--- config.mk ---
export PLATFORM = sky130hd
export DESIGN_NAME = cla_adder_pipe
export DESIGN_NICKNAME = d
export VERILOG_FILES = /design/src/rtl/cla_adder_pipe.sv
export SDC_FILE = /design/constraint.sdc
export NUM_CORES = 1
export LEC_CHECK = 0
export CAP_MARGIN = 30
export CORE_UTILIZATION = 35
export DETAILED_ROUTE_END_ITERATION = 8
export PLACE_DENSITY = 0.58
export SETUP_SLACK_MARGIN = 0.1
export SLEW_MARGIN = 20
export SYNTH_ARGS = -nofsm -noshare
export SYNTH_HDL_FRONTEND = slang
export SYNTH_SLANG_ARGS = --single-unit
--- constraint.sdc ---
create_clock -name clk -period 3.05 [get_ports clk]
set_input_delay 0.4575 -clock clk [delete_from_list [all_inputs] [get_ports clk]]
set_output_delay 0.4575 -clock clk [all_outputs]
set_load 0.05 [all_outputs]
--- src/rtl/cla_adder_pipe.sv ---
// Two-stage pipelined carry-lookahead adder/subtractor with valid/ready streaming.
// Stage 1 registers per-group propagate/generate; stage 2 resolves carries and registers sum/flags.
module cla_adder_pipe #(
   parameter int WIDTH = 16,
   parameter int GRP   = 4
) (
   input  logic             clk,
   input  logic             rst_n,
   input  logic             in_valid,
   output logic             in_ready,
   input  logic [WIDTH-1:0] a,
   input  logic [WIDTH-1:0] b,
   input  logic             c_in,
   input  logic             op_sub,
   output logic             out_valid,
   input  logic             out_ready,
   output logic [WIDTH-1:0] sum,
   output logic             c_out,
   output logic             ovf,
   output logic             zero
);

   localparam int NG = WIDTH / GRP;

   generate
      if (GRP != 4 || (WIDTH % 4) != 0 || WIDTH < 4 || WIDTH > 64) begin : g_bad_param
         $error("cla_adder_pipe: GRP must be 4 and WIDTH a multiple of 4 in 4..64");
      end
   endgenerate

   // Flat lookahead carry out of position k: OR of each generate term ANDed with every
   // propagate above it, plus the carry-in ANDed with all propagates 0..k.
   function automatic logic la_carry(input logic [15:0] gen, input logic [15:0] prop,
                                     input logic cin, input int k);
      logic acc;
      logic term;
      acc = 1'b0;
      for (int j = 0; j < 16; j++) begin
         if (j <= k) begin
            term = gen[j];
            for (int m = 0; m < 16; m++) begin
               if (m > j && m <= k) term = term & prop[m];
            end
            acc = acc | term;
         end
      end
      term = cin;
      for (int m = 0; m < 16; m++) begin
         if (m <= k) term = term & prop[m];
      end
      return acc | term;
   endfunction

   // Handshake: a beat moves on valid & ready at a rising edge. A stage advances when it is
   // empty or its contents leave this cycle; in_ready never depends on in_valid.
   logic s2_adv;
   logic s1_adv;
   logic s1_valid;

   assign s2_adv   = !out_valid || out_ready;
   assign s1_adv   = !s1_valid || s2_adv;
   assign in_ready = rst_n && s1_adv;

   logic [WIDTH-1:0] b_eff;
   logic [WIDTH-1:0] p_d;
   logic [WIDTH-1:0] g_d;
   logic [NG-1:0]    pg_d;
   logic [NG-1:0]    gg_d;

   always_comb begin
      b_eff = op_sub ? ~b : b;
      p_d   = a ^ b_eff;
      g_d   = a & b_eff;
      pg_d  = '0;
      gg_d  = '0;
      for (int g = 0; g < NG; g++) begin
         pg_d[g] = &p_d[g*4 +: 4];
         gg_d[g] = la_carry({12'd0, g_d[g*4 +: 4]}, {12'd0, p_d[g*4 +: 4]}, 1'b0, 3);
      end
   end

   logic [WIDTH-1:0] s1_p;
   logic [WIDTH-1:0] s1_g;
   logic [NG-1:0]    s1_pg;
   logic [NG-1:0]    s1_gg;
   logic             s1_cin;

   logic [15:0]      pg_x;
   logic [15:0]      gg_x;
   logic [NG:0]      gc;
   logic [WIDTH-1:0] carry;
   logic [WIDTH-1:0] sum_d;
   logic             c_out_d;
   logic             ovf_d;
   logic             zero_d;

   always_comb begin
      pg_x           = '0;
      gg_x           = '0;
      pg_x[NG-1:0]   = s1_pg;
      gg_x[NG-1:0]   = s1_gg;
      gc             = '0;
      gc[0]          = s1_cin;
      for (int k = 0; k < NG; k++) begin
         gc[k+1] = la_carry(gg_x, pg_x, s1_cin, k);
      end
      carry = '0;
      for (int g = 0; g < NG; g++) begin
         for (int i = 0; i < 4; i++) begin
            if (i == 0) begin
               carry[g*4] = gc[g];
            end else begin
               carry[g*4+i] = la_carry({12'd0, s1_g[g*4 +: 4]}, {12'd0, s1_p[g*4 +: 4]},
                                       gc[g], i - 1);
            end
         end
      end
      sum_d   = s1_p ^ carry;
      c_out_d = gc[NG];
      ovf_d   = carry[WIDTH-1] ^ gc[NG];
      zero_d  = (sum_d == '0);
   end

   always_ff @(posedge clk or negedge rst_n) begin
      if (!rst_n) begin
         s1_valid  <= 1'b0;
         s1_p      <= '0;
         s1_g      <= '0;
         s1_pg     <= '0;
         s1_gg     <= '0;
         s1_cin    <= 1'b0;
         out_valid <= 1'b0;
         sum       <= '0;
         c_out     <= 1'b0;
         ovf       <= 1'b0;
         zero      <= 1'b0;
      end else begin
         if (s1_adv) begin
            s1_valid <= in_valid;
            if (in_valid) begin
               s1_p   <= p_d;
               s1_g   <= g_d;
               s1_pg  <= pg_d;
               s1_gg  <= gg_d;
               s1_cin <= c_in;
            end
         end
         // Result registers only load with a real beat so held data stays stable.
         if (s2_adv) begin
            out_valid <= s1_valid;
            if (s1_valid) begin
               sum   <= sum_d;
               c_out <= c_out_d;
               ovf   <= ovf_d;
               zero  <= zero_d;
            end
         end
      end
   end

endmodule

# After elaboration in Yosys (flattened, before gate mapping)
# Cells that the tools add are included.
# totals
regBits,61
out_inout_bits,21
elab_cells,133
input_bits,38
# classes
n_reduce_logical,12
mux,1
bitwise_logic,109
# ops
operator,count
$and A1 B1 Y1,58
$or A1 B1 Y1,46
$xor A16 B16 Y16,2
$and A16 B16 Y16,1
$logic_not A16 Y1,1
$mux W16,1
$not A16 Y16,1
$reduce_and A4 Y1,4
$reduce_and A2 Y1,2
$logic_not A1 Y1,2
$logic_or A1 B1 Y1,2
$logic_and A1 B1 Y1,1
$xor A1 B1 Y1,1

# Longest topological paths before layout
# Gate-level depths: netlist (run 1).
# logic_depth
ltp_word,11
ltp_mapped,9
mapped_depth_nobuf,9

# Worst setup path after synthesis (run 1)
# No wires, ideal clock.
# synth_timing
path_type,flip-flop to flip-flop
startpoint,reg s1_cin
endpoint,reg ovf
stages_incl_launch_ff,10
t_required_ps,2926
setup_time_ps,124
synth_period_minus_slack_ps,2189
t_arrival_ps,2065
path_buffers,0
setup_slack_ps,861
cell_sequence,dfrtp_1 a21o_1 a21o_1 a21o_1 ha_1 o211a_4 nor3_4 nor4_1 a41o_1 a211o_1
# synth_between
elab_chain_len,9
elab_cells_between_ends,11
cone_classes,11 x bitwise
# synth_rtl
item,line,rtl
"start, declared",86,logic s1_cin;
"start signal, assigned",145,s1_cin <= c_in;
$and A1 B1 Y1 (*) (3 in series),49,if (m <= k) term = term & prop[m];
$or A1 B1 Y1,51,return acc | term;
$and A1 B1 Y1 (3 in series),49,
$or A1 B1 Y1,51,
$xor A1 B1 Y1 (*),120,ovf_d = carry[WIDTH-1] ^ gc[NG];
"end signal, assigned",154,ovf <= ovf_d;
"end, declared",19,"output logic ovf,"
# Mark *: on every way between the ends. The rest lies on a longest branch, timed or not.
# A chain may end at the register's enable or synchronous reset.

# Worst setup path in the final report (run 1)
# layout_timing
startpoint,in out_ready
endpoint,out in_ready
# layout_between
elab_chain_len,3
# layout_rtl
item,line,rtl
"start, declared",16,"input logic out_ready,"
$logic_or A1 B1 Y1,60,assign s2_adv = !out_valid || out_ready;
$logic_or A1 B1 Y1,61,assign s1_adv = !s1_valid || s2_adv;
$logic_and A1 B1 Y1,62,assign in_ready = rst_n && s1_adv;
"end, declared",10,"output logic in_ready,"
# Every way passes these cells.

==> results of run 1 <==
[layer usage]
metal	up-vias	share of wire
met3	11	0.039
li1	1040	-
met2	43	0.45
met1	965	0.49
met4	0	0.022
met5	-	0
[final timing paths]
kind | startpoint | to | slack [ns] | cells past startpoint
hold / removal | rst_n | s1_p[8] | 0.36 | 2
min in group clk | sum[13] | sum[13] | 0.48 | 2
max in group asynchronous | rst_n | zero | 2.22 | 2
setup reg to reg | s1_cin | zero | 0.62 | 8
hold reg to reg | sum[13] | sum[13] | 0.48 | 2
setup / recovery | out_ready | in_ready | 0.61 | 4
[worst reg2reg max path, stage by stage (launching register included)]
cell     delay [ns]
dfrtp_1        0.40
a21o_1         0.21
a21o_1         0.20
a21o_1         0.24
ha_1           0.31
or4_1          0.45
nor3b_2        0.19
nand4_1        0.13
o41ai_2        0.21
[power groups by stage]
stage,combinational [mW],clock [mW],sequential [mW]
detailed placement,1.27,0,1.14
CTS,1.27,0.673,1.12
global route,1.35,0.713,1.15
global placement,1.25,0,1.14
floorplan,0.461,0,1.49
finish,1.25,0.656,1.12
[layout by cell type (no fill, tap or decap), types with 2 or more instances in the layout]
master	count
clkbuf_1	2
nor2_1	4
a21o_1	11
nand2_1	25
a21oi_1	7
o221a_1	2
and2_2	3
mux2_1	10
o21ai_0	17
clkbuf_8	12
clkinv_2	2
mux2_2	29
dfrtp_1	58
clkdlybuf4s50_1	57
xnor2_1	4
a211oi_1	2
buf_4	5
o21a_1	2
or3_1	3
nor4_1	2
xor2_1	18
nand4_1	6
o21ai_1	2
ha_1	20
nand2b_1	3
[flip-flops by register name (all words and copies together), names as in the netlist]
register   cells
zero           1
ovf            1
s1_gg          4
c_out          1
s1_cin         1
s1_g          12
out_valid      1
s1_pg          4
sum           16
s1_valid       1
s1_p          16
[area by class of cell]
| class | count | area share |
|---|---|---|
| timing repair buffer | 63 | 0.158 |
| tap | 105 | 0.0338 |
| sequential | 58 | 0.374 |
| clock inverter | 2 | 0.00258 |
| clock buffer | 14 | 0.0444 |
| multi-input combinational | 184 | 0.388 |
[through the flow]
| stage | cells | setup slack [ns] | instance area [um^2] | util |
|---|---|---|---|---|
| floorplan | 251 | 0.861 | 3010 | - |
| global placement | 410 | 0.615 | 3700 | 0.448 |
| detailed placement | 410 | 0.604 | 3700 | 0.448 |
| CTS | 426 | 0.602 | 3880 | 0.470 |
| global route | 426 | 0.477 | 3880 | 0.470 |
| finish | 426 | 0.609 | 3880 | 0.470 |
[cell families after synthesis]
| family | Yosys count | synth area share |
|---|---|---|
| flip-flops | 58 | 0.482 |
| AND/OR/NAND/NOR | 54 | 0.0952 |
| AO/OA/AOI/OAI | 48 | 0.109 |
| multiplexers | 40 | 0.149 |
| XOR/XNOR | 22 | 0.0640 |
| adder cells (fa/ha/maj) | 20 | 0.0832 |
| buffers and inverters | 9 | 0.0170 |
==> results.py, run 1 <==
metrics = {
    "worst_setup_path": {
        "cp.arrival_ns": 1.98,
        "critPathRequiredTime_ns": 2.59,
        "slowest_stage": "clkdlybuf4s50_1",
        "crit_chain": "clkdlybuf4s50_1 > nand3b_1 > and2_1 > clkdlybuf4s50_1",
        "path_delay_family": "buffers and inverters",
        "slowest_delay_ns": 0.79,
        "cp-start-kind": "input port",
        "worstSetupPathType": "in -> out",
        "endpoint_kind": "output port",
        "worst_path_most_repeated_cell": "clkdlybuf4s50_1",
        "crit_buf_inv": 2,
        "crit_fanout": 3,
    },
    "clock_network": {
        "ctsResizeCount": 0,
        "path_clk_slew_ns": 0.06,
        "postCtsHoldBufs": 0,
        "cts_buffers": 9,
        "clk_path_buf_depth": 2,
        "cts.sinks": 58,
        "cts_root_buf": "clkbuf_8",
        "cts_setup_buffers": 0,
        "cts_max_level": 3,
        "cts_tree": "yes",
        "clock_latency_ns": 0.34,
    },
    "synth": {
        "syn_area_um2": 3010,
        "yosysWarnings": 0,
        "ys_types": 38,
        "yosysTopAreaCell": "dfrtp_1",
        "synth_top_flop_cell": "dfrtp_1",
        "yosys.cell_count.top_type": "dfrtp_1",
        "syn-num-nets": 309,
        "yosys-top-cells-area": "dfrtp_1, mux2_2, ha_1",
        "ys_ff_latch": 58,
        "yosysTopAreaCellShare": 0.482,
        "syn-instance-count": 251,
        "synth_edf_count": 0,
        "yosysSeqAreaShare": 0.482,
        "avgSynthCellArea_um2": 12.0,
        "synthTopCellsByCount": "dfrtp_1, mux2_2, nand2_1, ha_1, xor2_1",
        "async_reset_ff_frac": 1.00,
    },
    "placement": {
        "hpwlAfterDp_um": 4450,
        "io_buffers": 58,
        "globalplace.congestion": 0.705,
    },
    "grt": {
        "met1_usage": 0.194,
        "antenna_found_initial": 0,
        "grt_use_met3": 0.0395,
        "gr-max-usage-layer": "met2",
        "grt_remaining_overflow": 0,
        "grt_pass1_vias": 2015,
        "met2_usage": 0.218,
        "grt_start_max_net_pins": 59,
        "grt_pass1_wl_um": 9720,
        "track_usage": 0.146,
    },
    "routing": {
        "drc": 0,
        "antenna_left": 0,
        "wl_per_cell_um": 13.7,
        "viasPerCell": 4.83,
        "dr.pass1.iters": 4,
        "wirelength_um": 5840,
        "drtIter0Drc": 81,
        "vias": 2059,
    },
    "die": {
        "start_util": 0.364,
        "die_w_um": 94.7,
        "core_area_um2": 8260,
        "fp.dieH_um": 94.7,
        "die_area_um2": 8970,
        "rows": 33,
        "num_io_pins": 59,
    },
    "timing": {
        "skew_ns": 0.00502,
        "min_period_ns": 2.44,
        "setup_viol": 0,
        "rsz0062_at_grt": "false",
        "finalHoldViolCount": 0,
        "timing.final.crit_share": 0.800,
        "tightest_slew_ns": 0.728,
        "slew_headroom": 0.515,
        "finalSetupTns_ns": 0,
        "slew_violations": 0,
        "whs_ns": 0.357,
        "fmax_mhz": 410,
    },
    "power_and_ir_drop": {
        "irDropWorstVdd_mv": 0.333,
        "p_sw_frac": 0.389,
        "clockPowerShare": 0.217,
        "p_int_mw": 1.85,
        "power.switching_mw": 1.18,
        "fin_total_pwr_mw": 3.03,
        "cellPowerDensity_nw_per_um2": 779,
        "p_comb_frac": 0.413,
        "power_leakage_nw": 1.75,
        "pwr-share-seq": 0.370,
    },
    "finish": {
        "layout.nets": 374,
        "multi_input_comb_area_um2": 1510,
        "syn2layout_area_growth_pct": 29.1,
        "fillCellCount": 795,
        "seq_area_um2": 1450,
        "final_layout_size_suffix_gt1_frac": 0.174,
        "n_antenna_cell": 0,
    },
    "outcome": {
        "status": "finished, final reports clean",
    },
    "flow_run": {
        "drv_cap": 0,
    },
    "min_path": {
        "hold_class": "in -> async",
    },
}
Note: power is estimated with default switching activity, not from simulation.
==> inputs of run 2 (changes only) <==
Clock period 3.05 ns to 2.3 ns, I/O delays scaled along.
==> results.py, run 2 (same netlist as run 1, synthesis figures left out) <==
metrics = {
    "finish": {
        "seq_area_um2": 1450,
        "syn2layout_area_growth_pct": 32.4,
        "n_antenna_cell": 0,
        "multi_input_comb_area_um2": 1520,
        "fillCellCount": 783,
        "largestRegisters": "s1_p x16, sum x16, s1_g x12",
        "final_common_cell": "dfrtp_1",
        "utilization": 0.483,
        "fin_area_um2": 3990,
        "final_layout_size_suffix_gt1_frac": 0.203,
        "final_cell_mix": "dfrtp_1, clkdlybuf4s50_1, mux2_2",
        "layout.nets": 383,
    },
    "clock_network": {
        "path_clk_slew_ns": 0.06,
        "cts_max_level": 3,
        "cts.sinks": 58,
        "cts_tree": "yes",
        "clock_latency_ns": 0.34,
        "clk_path_buf_depth": 2,
        "cts_buffers": 9,
        "cts_root_buf": "clkbuf_8",
    },
    "routing": {
        "viasPerCell": 4.86,
        "wirelength_um": 5970,
        "wl_per_cell_um": 13.7,
        "drtIter0Drc": 54,
        "dr.pass1.iters": 4,
        "antenna_left": 0,
        "vias": 2114,
        "drc": 0,
    },
    "timing": {
        "min_period_ns": 2.21,
        "setup_viol": 0,
        "slew_headroom": 0.505,
        "fmax_mhz": 452,
        "tightest_slew_ns": 0.743,
        "finalSetupTns_ns": 0,
        "slew_violations": 0,
        "skew_ns": 0.00872,
        "timing.final.crit_share": 0.962,
        "rsz0062_at_grt": "true",
        "fin_ws_ns": 0.0880,
        "finalHoldViolCount": 0,
    },
    "die": {
        "die_area_um2": 8970,
        "fp.dieH_um": 94.7,
        "rows": 33,
        "num_io_pins": 59,
        "die_w_um": 94.7,
        "start_util": 0.364,
        "core_area_um2": 8260,
    },
    "outcome": {
        "status": "finished, final reports clean",
    },
    "worst_setup_path": {
        "worstSetupPathType": "reg -> reg",
        "reg2reg_slack_ns": 0.09,
        "crit_fanout": 2,
        "cp-start-kind": "flip-flop",
        "timing.rr.start": "s1_pg[0]",
        "critPathRequiredTime_ns": 2.53,
        "cp.arrival_ns": 2.44,
        "reg2reg_to": "zero",
        "endpoint_kind": "flip-flop",
        "reg2reg_depth": 8,
    },
    "placement": {
        "globalplace.congestion": 0.718,
        "place_ws_ns": -0.0120,
        "hpwlAfterDp_um": 4550,
        "placedInstanceArea_um2": 3760,
        "io_buffers": 58,
    },
    "grt": {
        "antenna_found_initial": 0,
        "grt_remaining_overflow": 0,
        "track_usage": 0.150,
        "grt_pass1_wl_um": 10000,
        "grt_start_max_net_pins": 59,
        "grt_pass1_vias": 2017,
    },
    "power_and_ir_drop": {
        "power_leakage_nw": 1.81,
        "cellPowerDensity_nw_per_um2": 1010,
        "irDropWorstVdd_mv": 0.525,
    },
    "min_path": {
        "hold_class": "in -> async",
    },
    "flow_run": {
        "drv_cap": 0,
    },
}
run 2: cell types whose count changed in the layout (fill, tap and decap cells not counted), sizes merged:
cell and change:
clkbuf -1, buf +10, clkinv +1, clkdlybuf4s50 -1
run 2: how the worst max path moves through the flow:
stage | to | start | slack (ns) | cells past startpoint
2_1_floorplan | ovf | s1_cin | 0.11 | 9
3_3_place_gp | ovf | s1_cin | 0.07 | 9
3_5_place_dp | ovf | s1_cin | -0.01 | 9
4_1_cts | zero | s1_cin | 0.04 | 8
5_1_grt | zero | s1_cin | -0.05 | 8
6_report | zero | s1_pg[0] | 0.09 | 8
run 2: power by group:
part	switching [mW]	internal, mW
clock network	0.379	0.415
logic	1.00	0.741
registers	0.188	1.29
run 2: layout make-up:
type	instances	share of cell area
multi-input cells	184	0.382
flip-flops and latches	58	0.364
repair buffers	72	0.180
clock buffers	13	0.0374
well taps	105	0.0330
clock inverters	3	0.00377
run 2: what timing repair did:
item,CTS,global route
gates cloned,0,0
hold buffers,0,0
resized for setup,2,1
setup buffers,3,3
endpoints found under the setup margin,3,3
pin swaps,7,4
run 2: stage by stage:
stage	hold WS [ns]	power (mW)	std cells
floorplan	0.0494	2.59	251
global placement	0.461	3.20	413
detailed placement	0.472	3.21	413
CTS	0.279	4.05	432
global route	0.309	4.27	435
finish	0.237	4.02	435
run 2: metal layers:
metal	GRT usage	part of all wire	up-vias
met3	0.0499	0.041	8
li1	-	-	1061
met4	0.0492	0.015	0
met2	0.230	0.46	42
met1	0.198	0.48	1003
met5	0	0	-
run 2: critical path: stages, from the launching register on:
cell	delay [ns]
dfrtp_1	0.37
a21o_1	0.20
a21o_1	0.19
a21o_1	0.22
ha_4	0.22
or4_4	0.42
nor3b_2	0.16
nand4_1	0.13
o41ai_2	0.21
==> inputs of run 3 (changes only) <==
Settings changed: ABC_AREA from default to 0, CORE_UTILIZATION 35 to 52, HOLD_SLACK_MARGIN from default to 0.08, PLACE_DENSITY 0.58 to 0.8.
==> results.py, run 3 (same netlist as run 1, synthesis figures left out) <==
metrics = {
    "finish": {
        "final_cell_mix": "dfrtp_1, clkdlybuf4s50_1, mux2_2",
        "n_antenna_cell": 0,
        "utilization": 0.720,
        "syn2layout_area_growth_pct": 32.5,
        "multi_input_comb_area_um2": 1530,
        "layout.cells.non_filler": 400,
        "fin_area_um2": 3990,
        "fillCellCount": 411,
        "seq_area_um2": 1450,
        "largestRegisters": "s1_p x16, sum x16, s1_g x12",
        "final_layout_size_suffix_gt1_frac": 0.210,
        "final_common_cell": "dfrtp_1",
        "layout.nets": 381,
    },
    "routing": {
        "drtIter0Drc": 97,
        "vias": 2152,
        "wl_per_cell_um": 15.8,
        "drc": 0,
        "viasPerCell": 5.38,
        "wirelength_um": 6310,
        "antenna_left": 0,
        "dr.pass1.iters": 4,
    },
    "timing": {
        "setup_viol": 0,
        "rsz0062_at_grt": "true",
        "finalHoldViolCount": 0,
        "min_period_ns": 2.29,
        "timing.final.crit_share": 0.994,
        "slew_headroom": 0.525,
        "finalSetupTns_ns": 0,
        "skew_ns": 0.00471,
        "tightest_slew_ns": 0.712,
        "fmax_mhz": 437,
        "slew_violations": 0,
    },
    "clock_network": {
        "clock_latency_ns": 0.34,
        "path_clk_slew_ns": 0.06,
        "cts_tree": "yes",
        "cts_root_buf": "clkbuf_8",
        "cts.sinks": 58,
        "clk_path_buf_depth": 2,
        "cts_max_level": 3,
        "cts_buffers": 9,
        "postCtsHoldBufs": 0,
    },
    "worst_setup_path": {
        "cp-start-kind": "flip-flop",
        "endpoint_kind": "flip-flop",
        "cp.arrival_ns": 2.51,
        "crit_fanout": 4,
        "worstSetupPathType": "reg -> reg",
        "critPathRequiredTime_ns": 2.52,
    },
    "placement": {
        "io_buffers": 58,
        "globalplace.congestion": 0.818,
        "hpwlAfterDp_um": 4430,
        "placedCellCount": 377,
        "placedInstanceArea_um2": 3710,
    },
    "die": {
        "die_area_um2": 6090,
        "start_util": 0.543,
        "fp.dieH_um": 78.1,
        "num_io_pins": 59,
        "die_w_um": 78.1,
        "rows": 27,
        "core_area_um2": 5540,
    },
    "grt": {
        "antenna_found_initial": 0,
        "grt_pass1_vias": 2171,
        "grt_pass1_wl_um": 10200,
        "track_usage": 0.224,
        "grt_start_max_net_pins": 59,
        "grt_remaining_overflow": 0,
    },
    "flow_run": {
        "drv_cap": 0,
    },
    "min_path": {
        "hold_class": "in -> async",
    },
    "power_and_ir_drop": {
        "fin_total_pwr_mw": 4.20,
        "cellPowerDensity_nw_per_um2": 1050,
        "power_leakage_nw": 1.83,
        "irDropWorstVdd_mv": 0.648,
    },
    "outcome": {
        "status": "finished, final reports clean",
    },
}
[run 3: cell types whose count changed in the layout (fill, tap and decap cells not counted)]
cell      change
nor4_2        +1
ha_4          -1
o21ai_1       -1
ha_2          +1
nor4_1        -1
buf_12        +1
o21ai_0       +1
clkbuf_8      +4
clkinv_2      -2
xnor2_1       -1
xnor2_2       +1
clkbuf_1      -2
buf_6         +1
buf_4         -4
[run 3: power by group]
part | internal (mW) | leakage (nW) | total, mW | switching [mW]
Combinational | 0.752 | 1.01 | 1.78 | 1.02
Sequential | 1.29 | 0.708 | 1.49 | 0.192
Clock | 0.537 | 0.106 | 0.940 | 0.403
Total | 2.58 | 1.83 | 4.20 | 1.62
[run 3: path summary, 6_finish.rpt]
| path | slack [ns] | startpoint | endpoint | cells past startpoint |
|---|---|---|---|---|
| setup / recovery | 0.01 | s1_pg[0] | sum[15] | 9 |
| max in group asynchronous | 1.63 | rst_n | ovf | 2 |
| hold / removal | 0.21 | rst_n | s1_p[10] | 2 |
| hold reg to reg | 0.48 | sum[13] | sum[13] | 2 |
| setup reg to reg | 0.01 | s1_pg[0] | sum[15] | 9 |
| min in group clk | 0.48 | sum[13] | sum[13] | 2 |
[run 3: cell type report]
type | instances | share of cell area
Tap cell | 72 | 0.0226
Multi-Input combinational cell | 184 | 0.383
Timing Repair Buffer | 70 | 0.180
Clock buffer | 15 | 0.0493
Clock inverter | 1 | 0.00126
Sequential cell | 58 | 0.364
[run 3: per-layer routing]
layer / vias to the layer above / GRT usage / share of wire
li1: 1053 / - / -
met1: 1040 / 0.274 / 0.44
met2: 49 / 0.383 / 0.51
met3: 10 / 0.0419 / 0.028
met4: 0 / 0.106 / 0.018
met5: - / 0 / 0
[run 3: what timing repair did]
action                     in CTS  in global routing
gates resized for setup         1                  4
setup endpoints to repair       3                  3
pin swaps                       2                  5
setup buffers                   2                  5
[run 3: per-stage QoR]
stage                     hold slack, ns  setup WS (ns)
after global placement             0.460         0.0615
after CTS                          0.231         0.0471
after detailed placement           0.470        -0.0132
after global routing               0.266        -0.0609
after floorplan                   0.0494          0.111
final                              0.205         0.0133
[run 3: critical path, cell delays in order (launching register included)]
cell,delay [ns]
dfrtp_1,0.38
a21o_1,0.20
a21o_1,0.22
a21o_1,0.19
ha_2,0.19
o211a_4,0.24
nor3_4,0.25
buf_6,0.15
xnor2_2,0.07
mux2_1,0.29
